`src/rtl/ds_pkg.sv`:
```
// Shared constants, level type and code-to-level mapping for the delta-sigma decimator.
package ds_pkg;

  localparam int DS_CODE_W = 4;
  localparam int PCM_W     = 14;

  typedef logic signed [4:0] ds_level_t;

  // Sign/magnitude code to odd level +-(2*mag+1); zero is not representable.
  function automatic ds_level_t ds_code_to_level(input logic [DS_CODE_W-1:0] code);
    ds_level_t odd;
    odd = {1'b0, code[2:0], 1'b1};
    return code[3] ? -odd : odd;
  endfunction

endpackage

```
`src/rtl/ds_code_map.sv`:
```
// Combinational map from the 4-bit modulator code to its signed 5-bit level.
module ds_code_map
  import ds_pkg::*;
(
  input  logic [DS_CODE_W-1:0] code_i,
  output ds_level_t            level_o
);

  assign level_o = ds_code_to_level(code_i);

endmodule

```
`src/rtl/ds_decimator.sv`:
```
// ds_decimator: sinc3 CIC decimator for a sign/magnitude delta-sigma stream.
// Build option DS_DEC_SETTLE_MASK_EN suppresses pcm_valid for the first two words after reset.
module ds_decimator
  import ds_pkg::*;
#(
  parameter int DECIM = 16
) (
  input  logic                    clk,
  input  logic                    reset,
  input  logic [DS_CODE_W-1:0]    ds_in,
  input  logic                    ds_valid,
  output logic signed [PCM_W-1:0] pcm_out,
  output logic                    pcm_valid,
  output logic                    settled
);

  localparam int L  = $clog2(DECIM);
  localparam int W  = 5 + 3 * L;
  localparam int SH = W - PCM_W;
  localparam logic [L-1:0] CNT_LAST = L'(DECIM - 1);

  ds_level_t               level;
  logic signed [W-1:0]     s_ext;
  logic signed [W-1:0]     i1_q, i2_q, i3_q;
  logic signed [W-1:0]     d1_q, d2_q, d3_q;
  logic signed [W-1:0]     c1, c2;
  logic [L-1:0]            cnt_q;
  logic                    strobe_q;
  logic [1:0]              words_q;
  logic signed [PCM_W-1:0] pcm_d, pcm_q;
  logic                    pcm_valid_q, settled_q;
  logic                    word_en;

  ds_code_map u_code_map (
    .code_i (ds_in),
    .level_o(level)
  );

  assign s_ext = {{(W-5){level[4]}}, level};

  always_ff @(posedge clk or posedge reset) begin
    if (reset) begin
      i1_q <= '0;
      i2_q <= '0;
      i3_q <= '0;
    end else if (ds_valid) begin
      i1_q <= i1_q + s_ext;
      i2_q <= i2_q + i1_q;
      i3_q <= i3_q + i2_q;
    end
  end

  always_ff @(posedge clk or posedge reset) begin
    if (reset) begin
      cnt_q    <= '0;
      strobe_q <= 1'b0;
    end else begin
      strobe_q <= ds_valid && (cnt_q == CNT_LAST);
      if (ds_valid) begin
        cnt_q <= cnt_q + 1'b1;
      end
    end
  end

  assign c1 = i3_q - d1_q;
  assign c2 = c1 - d2_q;

  // Only the kept top bits of c3 are formed; the borrow folds in the dropped low bits.
  generate
    if (SH == 0) begin : g_noshift
      assign pcm_d = c2 - d3_q;
    end else begin : g_shift
      logic borrow;
      assign borrow = c2[SH-1:0] < d3_q[SH-1:0];
      assign pcm_d  = c2[W-1:SH] - d3_q[W-1:SH] - PCM_W'(borrow);
    end
  endgenerate

`ifdef DS_DEC_SETTLE_MASK_EN
  assign word_en = words_q[1];
`else
  assign word_en = 1'b1;
`endif

  always_ff @(posedge clk or posedge reset) begin
    if (reset) begin
      d1_q        <= '0;
      d2_q        <= '0;
      d3_q        <= '0;
      pcm_q       <= '0;
      pcm_valid_q <= 1'b0;
      words_q     <= '0;
      settled_q   <= 1'b0;
    end else begin
      pcm_valid_q <= strobe_q && word_en;
      if (strobe_q) begin
        d1_q  <= i3_q;
        d2_q  <= c1;
        d3_q  <= c2;
        pcm_q <= pcm_d;
        if (words_q != 2'd3) begin
          words_q <= words_q + 2'd1;
        end
        if (words_q == 2'd2) begin
          settled_q <= 1'b1;
        end
      end
    end
  end

  assign pcm_out   = pcm_q;
  assign pcm_valid = pcm_valid_q;
  assign settled   = settled_q;

endmodule
```
`config.mk`:
```
export PLATFORM = sky130hd
export DESIGN_NAME = ds_decimator
export DESIGN_NICKNAME = d
export VERILOG_FILES = /design/src/rtl/ds_pkg.sv /design/src/rtl/ds_code_map.sv /design/src/rtl/ds_decimator.sv
export SDC_FILE = /design/constraint.sdc
export NUM_CORES = 1
export LEC_CHECK = 0
export BUFFER_PORTS_ARGS = -buffer_cell sky130_fd_sc_hd__clkbuf_2
export CAP_MARGIN = 20
export CORE_MARGIN = 2
export CORE_UTILIZATION = 63
export DETAILED_ROUTE_END_ITERATION = 16
export PLACE_DENSITY = 0.8
export SLEW_MARGIN = 20
export SYNTH_ARGS = -nofsm -noshare
export SYNTH_HDL_FRONTEND = slang
export SYNTH_HIERARCHICAL = 1
export SYNTH_SLANG_ARGS = --single-unit
```
`constraint.sdc`:
```
create_clock -name clk -period 16.75 [get_ports clk]
set_clock_uncertainty 0.1 [all_clocks]
set_input_delay 3.35 -clock clk [delete_from_list [all_inputs] [get_ports clk]]
set_output_delay 3.35 -clock clk [all_outputs]
set_load 0.03 [all_outputs]
```
# ---- Word-level counts from Yosys, hierarchy flattened
# Cells that the tools add are included.
# Widths: inputs -> output; s select.
dict set report totals {
  output_inout_bits 16
  ff_bits 125
  input_bits 7
  elab_cells 30
}
dict set report classes {
  reduce_logical 3
  order_cmp 1
  muxes 1
  eq_ne 3
  add_sub_neg 10
}
# op n
set op_table {}
lappend op_table {{$add 17x17->17} 2}
lappend op_table {{$sub 17x17->17} 2}
lappend op_table {{$add 17x5->17} 1}
lappend op_table {{$sub 14x1->14} 1}
lappend op_table {{$sub 14x14->14} 1}
lappend op_table {{$mux 5} 1}
lappend op_table {{$neg 4->5} 1}
lappend op_table {{$add 4x1->4 const B} 1}
lappend op_table {{$eq 4x4->1 const B} 1}
lappend op_table {{$reduce_and 2->1} 2}
lappend op_table {{$lt 3x3->1} 1}
lappend op_table {{$add 2x1->2 const B} 1}
lappend op_table {{$eq 2x2->1 const B} 1}
lappend op_table {{$ne 2x2->1 const B} 1}
lappend op_table {{$logic_and 1x1->1} 1}

# ---- Logic depth before layout (Yosys ltp)
# Gate-level depths: netlist of the first run.
dict set report depth {
  word_depth 4
  mapped_depth 27
  mapped_depth_nobuf 27
}

# ---- Hierarchy
# Netlist of the first run, hierarchy kept.
# mod n_inst seq_area_each_um2 area_per_inst_um2 cells_each
set by_module_without_submodules {}
lappend by_module_without_submodules {ds_decimator 1 3128.0 9111.2 986}
lappend by_module_without_submodules {ds_code_map 1 0.0 45.0 6}

# ---- Worst setup path before layout of the first run
# Ideal clock, no wire load.
dict set report synth_timing {
  kind {input to register}
  from {input ds_in[3]}
  to {register i1_q[16]}
  setup_ps 79
  arrival_time_ps 5552
  slack_ps 11018
  path_stages 13
  path_buffers 0
  t_required_ps 16571
  cell_sequence {xor2_1 -> inv_1 -> fa_1 -> nor2b_1 -> o21ai_0 -> a21boi_0 -> o21ai_0 -> a21oi_1 -> a211oi_1 -> nor2_1 -> a41o_1 -> mux2i_1 -> xor2_1}
}
dict set report synth_between {
  elab_chain_cells 2
}
# element line
set synth_lines {}
lappend synth_lines {{start: declaration} ds_decimator.sv:10} ;# input logic [DS_CODE_W-1:0] ds_in,
lappend synth_lines {{$mux 5} ds_pkg.sv:13} ;# return code[3] ? -odd : odd;
lappend synth_lines {{$add 17x5->17} ds_decimator.sv:47} ;# i1_q <= i1_q + s_ext;
lappend synth_lines {{end signal: assignment} ds_decimator.sv:47}
lappend synth_lines {{end: declaration} ds_decimator.sv:24} ;# logic signed [W-1:0] i1_q, i2_q, i3_q;
# Every way passes these cells.
# A chain may end at the register's enable or synchronous reset.

# ---- Final worst setup path of the first run
dict set report layout_timing {
  from {input ds_in[3]}
  to {register i1_q[16]}
}
dict set report layout_between {
  elab_chain_cells 2
}
# element line
set layout_lines {}
lappend layout_lines {{$mux 5} ds_pkg.sv:13}
lappend layout_lines {{named net level[1]} ds_decimator.sv:22} ;# ds_level_t level;
lappend layout_lines {{$add 17x5->17} ds_decimator.sv:47}
# The timed path passes the listed nets, and every way through them passes these cells.

==> impl_metrics.tcl, run 1 <==
set metrics [dict create \
    status "completed" \
    cap_violations 0 \
    period_share_pct 36.1 \
    ys_warn_count 6 \
    worst_slew_pin_slew_ns 0.833 \
    worstPathMaxFanout 18 \
    grt_max_degree 71 \
    finalSetupViolCount 0 \
    viasPerCell 5.72 \
    design.die.area_um2 15500 \
    routed_wl_um 16500 \
    globalplace.congestion 0.871 \
    timing.fmax_mhz 165 \
    clkSinkCount 125 \
    rows 44 \
    top_layer_used "met4" \
    dpl.hpwl_um 11800 \
    drt_first_pass_iters 5 \
    synthesis.instances 992 \
    wirelength_met1_um 7690 \
    clockBufferDepth 2 \
    max_stage_delay_ns 0.45 \
    hold_class "flop to flop" \
    arrival_ns 6.29 \
    ys_ff_latch 125 \
    clockRootBuffer "clkbuf_16" \
    hold_viol 0 \
    synth.top_cell.area_share_pct 34.2 \
    grt_pass1_wl_um 30200 \
    synth.area.top_cells "dfrtp_1, ha_1, mux2_2, xnor2_1, inv_1" \
    route.detailed.drc 0 \
    grt_overflow_total 0 \
    reg2reg_depth 24 \
    dr_total_vias 6921 \
    synth.distinct_cells 68 \
    synth_ff_type "dfrtp_1" \
    holdPathStages 1 \
    nNetsFinal 1134 \
    fin_crit_ns 6.04 \
    slew_headroom_pct 44.5 \
    slowest_stage "fa_1" \
    synth_top_area_cell "dfrtp_1" \
    pre_cts_slack_ns 10.31 \
    async_flop_share_pct 100 \
    n_fill_cell 1121 \
    io_pins 23 \
    finalMaxSlewViolations 0 \
    ctsHoldBuffers 0 \
    htreeDepth 4 \
    syn-num-nets 1113 \
    syn_avg_cell_area_um2 9.23 \
    reg2reg_slack_ns 10.74 \
    fin_util_pct 69.5 \
    portBuffers 22 \
    yosysMostFrequentCell "dfrtp_1" \
    tns_ns 0 \
    cp_num_buf_inv 2 \
    insertion_delay_ns 0.42 \
    reg2reg_to "pcm_out[13]" \
    wl_per_cell_um 13.6 \
    end_kind "flop" \
    min_to "settled" \
    dr_wl_met2_um 8110 \
    area_growth_pct 9.02 \
    timing.hold.ws_ns 0.359 \
    start_util_pct 63.7 \
    die_h_um 125 \
    clk_pin_slew_ns 0.06 \
    worstSetupPathType "input port to flop" \
    cts_tree "done" \
    numCtsBuffers 17 \
    fp.dieW_um 125 \
    core_um2 14400 \
    synth_common_cells "dfrtp_1, ha_1, inv_1" \
    cp_top_family "compound AO/OA/AOI/OAI gates" \
    hold_start "settled" \
    r2r_start "i3_q[0]" \
    ant_nets 0 \
    antenna_found_initial 0 \
    setup.worst_path.start_class "input port" \
    synth-edff-count 0 \
    fin_ws_ns 10.71 \
    cts_setup_buffers 0 \
    grt_pass1_vias 6941 \
    required_ns 17.00 \
    wl_met3_um 401 \
    ys_seq_area_share_pct 34.2 \
    post_cts_resized 0 \
    grt_usage_pct 23.2 \
    syn_area_um2 9160 \
    path_cells "clkbuf_2 -> xor2_1 -> inv_1 -> fa_1 -> nor2b_1 -> o21ai_0 -> a21boi_0 -> o21ai_0 -> a21oi_1 -> a211oi_1 -> nor2_1 -> a41o_1 -> mux2i_1 -> xor2_1" \
    final_layout_size_suffix_gt1_share_pct 11.4 \
    drtIter0Drc 369 \
    rsz0062_at_grt "false" \
    diodes 0 \
]
-- registers in the layout, summed over array words and instances (netlist names), 2 cells and up --
| name | cells |
|---|---|
| cnt_q | 4 |
| d1_q | 17 |
| d2_q | 17 |
| d3_q | 17 |
| i1_q | 17 |
| i2_q | 17 |
| i3_q | 17 |
| pcm_out | 14 |
| words_q | 2 |
-- worst register-to-register path, stage by stage, from the launching register on --
cell and delay (ns):
dfrtp_1 0.39, inv_1 0.09, ha_1 0.17, inv_1 0.06, fa_1 0.40, a21o_1 0.19
a221o_1 0.35, or2_2 0.31, xor2_1 0.16, ha_1 0.33, o21a_1 0.12, o21ai_0 0.21
a31oi_1 0.07, nor2_1 0.14, xnor2_1 0.10, ha_1 0.28, inv_1 0.04, ha_1 0.33
nor2b_1 0.16, or3_1 0.38, o311a_1 0.34, o41ai_1 0.47, o21ai_0 0.24, xor2_1 0.19
mux2_2 0.28
-- kinds of logic after synthesis --
kind of cell | count (synthesis) | share of synthesized area (%)
AND/OR/NAND/NOR | 261 | 13.9
AO/OA/AOI/OAI | 229 | 16.2
buffers and inverters | 129 | 5.37
flip-flops | 125 | 34.2
adder cells (fa/ha/maj) | 114 | 16.2
XOR/XNOR | 71 | 6.79
multiplexers | 62 | 7.41
other | 1 | 0.0410
-- final cells by class --
type	instances	area [um2]	area share, %
Multi-Input combinational cell	738	5540	55.5
Sequential cell	125	3130	31.4
Clock buffer	24	482	4.83
Inverter	105	397	3.97
Tap cell	184	230	2.31
Timing Repair Buffer	26	140	1.40
Clock inverter	8	65.1	0.652
-- metal layers --
| layer | vias to the layer above | track usage, % |
|---|---|---|
| li1 | 3533 | - |
| met1 | 3238 | 28.6 |
| met2 | 117 | 39.9 |
| met3 | 33 | 4.73 |
| met4 | 0 | 9.19 |
| met5 | - | 0 |
-- through the flow --
step           cells  instance area [um2]
6_report        1210                 9980
3_5_place_dp    1178                 9440
2_1_floorplan    992                 9160
5_1_grt         1210                 9980
4_1_cts         1210                 9980
3_3_place_gp    1178                 9440
-- worst max path at each step --
| stage | from | endpoint | slack (ns) | depth (start not counted) |
|---|---|---|---|---|
| after floorplan | reset | cnt_q[0] | 9.97 | 1 |
| after global placement | ds_in[3] | i1_q[16] | 10.38 | 14 |
| after detailed placement | ds_in[3] | i1_q[16] | 10.31 | 14 |
| after CTS | ds_in[3] | i1_q[16] | 10.75 | 14 |
| after global routing | i3_q[1] | pcm_out[13] | 10.16 | 23 |
| final | ds_in[3] | i1_q[16] | 10.71 | 14 |
-- layout by cell type (no fill, tap or decap), drive strengths merged, types with 5 or more instances in the layout --
cell type,netlist,final
o21bai,6,6
or3,10,10
a21oi,54,54
mux2,46,46
nor3,18,18
clkbuf,17,46
nor2,62,62
o21a,17,17
mux2i,16,16
clkinv,1,8
xnor2,50,50
o211ai,8,8
and3,10,10
dfrtp,125,125
nand2b,10,10
fa,7,7
a21boi,9,9
or2,5,5
a31oi,10,10
nor2b,16,16
a21o,14,14
nand3,19,19
ha,107,107
inv,104,104
nand2,85,85
o21ai,64,64
xor2,21,21
o31ai,14,14
a211oi,6,6
Power of run 1 is left out: the tool's default activity adds up to more than one toggle a clock period on the data nets, which glitch-free logic cannot reach.
==> inputs of run 2 (changes only) <==
==> constraint.sdc (replaced) <==
create_clock -name clk -period 5.84 [get_ports clk]
set_clock_uncertainty 0.1 [all_clocks]
set_input_delay 1.168 -clock clk [delete_from_list [all_inputs] [get_ports clk]]
set_output_delay 1.168 -clock clk [all_outputs]
set_load 0.03 [all_outputs]
==> run 2 against run 1 <==
Cell area grew 2.2%. First-iteration DRC count grew 4.9%. Critical endpoint is now pcm_out[13]. Sequential share of layout area shrank 0.69 points. Die area is the same.
==> impl_metrics.tcl, run 2 (synthesized netlist as in run 1, its figures left out) <==
set metrics [dict create \
    die_h_um 125 \
    rows 44 \
    startpoint "i3_q[0]" \
    timing.fmax_mhz 177 \
    reg2reg_to "pcm_out[13]" \
    ctsHoldBuffers 0 \
    hold_class "flop to flop" \
    arrival_ns 5.84 \
    drt_first_pass_iters 5 \
    finalMaxSlewViolations 0 \
    mostFrequentLayoutCell "dfrtp_1" \
    required_ns 6.05 \
    routed_wl_um 17200 \
    seq_area_um2 3130 \
    hold_start "settled" \
    nNetsFinal 1140 \
    grt_usage_pct 22.8 \
    r2r_start "i3_q[0]" \
    tns_ns 0 \
    slowest_stage "dfrtp_1" \
    crit_path_end "pcm_out[13]" \
    dpl.hpwl_um 11900 \
    clockRootBuffer "clkbuf_16" \
    status "completed" \
    drtIter0Drc 387 \
    viasPerCell 5.76 \
    design.die.area_um2 15500 \
    period_share_pct 96.5 \
    finalSetupViolCount 0 \
    numCtsBuffers 17 \
    insertion_delay_ns 0.43 \
    setup.worst_path.start_class "flop" \
    io_pins 23 \
    antenna_found_initial 0 \
    fin_ws_ns 0.205 \
    area_growth_pct 11.5 \
    reg2reg_slack_ns 0.20 \
    clk_pin_slew_ns 0.06 \
    grt_overflow_total 0 \
    final_cell_mix "dfrtp_1, ha_1, inv_1" \
    cts_tree "done" \
    globalplace.congestion 0.876 \
    n_fill_cell 1072 \
    fp.dieW_um 125 \
    portBuffers 22 \
    hold_viol 0 \
    max_stage_delay_ns 0.40 \
    htreeDepth 4 \
    fin_crit_ns 5.64 \
    start_util_pct 63.7 \
    fin_util_pct 71.0 \
    cap_violations 0 \
    wl_per_cell_um 14.2 \
    worst_slew_pin_slew_ns 0.847 \
    clkSinkCount 125 \
    grt_max_degree 74 \
    worstSetupPathType "flop to flop" \
    slew_headroom_pct 43.5 \
    pre_cts_slack_ns 0.0565 \
    path_cells "inv_2 -> ha_2 -> inv_1 -> fa_2 -> a21o_1 -> a221o_1 -> or2_2 -> xor2_1 -> ha_1 -> o21a_1 -> o21ai_2 -> a31oi_1 -> nor2_1 -> xnor2_1 -> ha_1 -> inv_1 -> ha_4 -> nor2b_1 -> or3_4 -> o311a_4 -> o41ai_4 -> o21ai_1 -> xor2_1 -> mux2_2" \
    worstPathMaxFanout 4 \
    multi_input_area_um2 5630 \
    ant_nets 0 \
    route.detailed.drc 0 \
    final_layout_size_suffix_gt1_share_pct 13.9 \
    clockBufferDepth 2 \
    grt_pass1_vias 6875 \
    dr_total_vias 7000 \
    end_kind "flop" \
    timing.hold.ws_ns 0.368 \
    grt_pass1_wl_um 29700 \
    diodes 0 \
    reg2reg_depth 24 \
    core_um2 14400 \
]
## run 2: changes by cell type in the layout (fill, tap and decap cells not counted), moves of 3 or more
| cell | previous run | this run |
|---|---|---|
| buf_4 | 4 | 10 |
| clkinv_2 | 7 | 2 |
| clkbuf_1 | 4 | 0 |
| clkinv_4 | 0 | 3 |
| bufinv_16 | 1 | 4 |
| ha_1 | 107 | 104 |
| clkinvlp_4 | 0 | 5 |
| o21ai_0 | 63 | 58 |
| o21ai_1 | 0 | 3 |
## run 2: area by class of cell
| cell class | instances | area share [%] |
|---|---|---|
| clock inverter | 14 | 1.90 |
| sequential | 125 | 30.7 |
| inverter | 105 | 3.89 |
| tap | 184 | 2.26 |
| clock buffer | 18 | 4.30 |
| timing repair buffer | 32 | 1.81 |
| multi-input combinational | 738 | 55.2 |
## run 2: timing repair
action                                  in CTS  in global routing
resized for setup                            0                 23
buffers inserted                             0                  5
endpoints found under the setup margin       0                  3
## run 2: worst max-delay path, delay by kind of cell, from the launching register on
kind	cells	cell delay, ns
AO/OA/AOI/OAI	8	1.75
adder cells (fa/ha/maj)	5	1.36
AND/OR/NAND/NOR	4	0.90
XOR/XNOR	3	0.53
flip-flops	1	0.40
multiplexers	1	0.26
buffers and inverters	3	0.23
## run 2: through the flow
step                      std cells  cell area, um2
after floorplan                 992            9160
after global placement         1179            9440
after CTS                      1211           10100
after detailed placement       1179            9440
after global routing           1216           10200
final                          1216           10200
## run 2: layer usage
layer	global-route usage (%)	up-vias	wire, um
met5	0	-	0
met4	7.40	0	226
met1	27.4	3330	7910
met3	4.04	22	383
li1	-	3550	-
met2	41.3	98	8730
## run 2: worst min path at each step
stage	cells after the start	endpoint	slack (ns)
after floorplan	0	pcm_valid	0.25
after global placement	1	settled	0.34
after detailed placement	1	settled	0.35
after CTS	1	settled	0.36
after global routing	1	cnt_q[3]	0.38
final	1	settled	0.37
Power of run 2 is left out for the same reason.
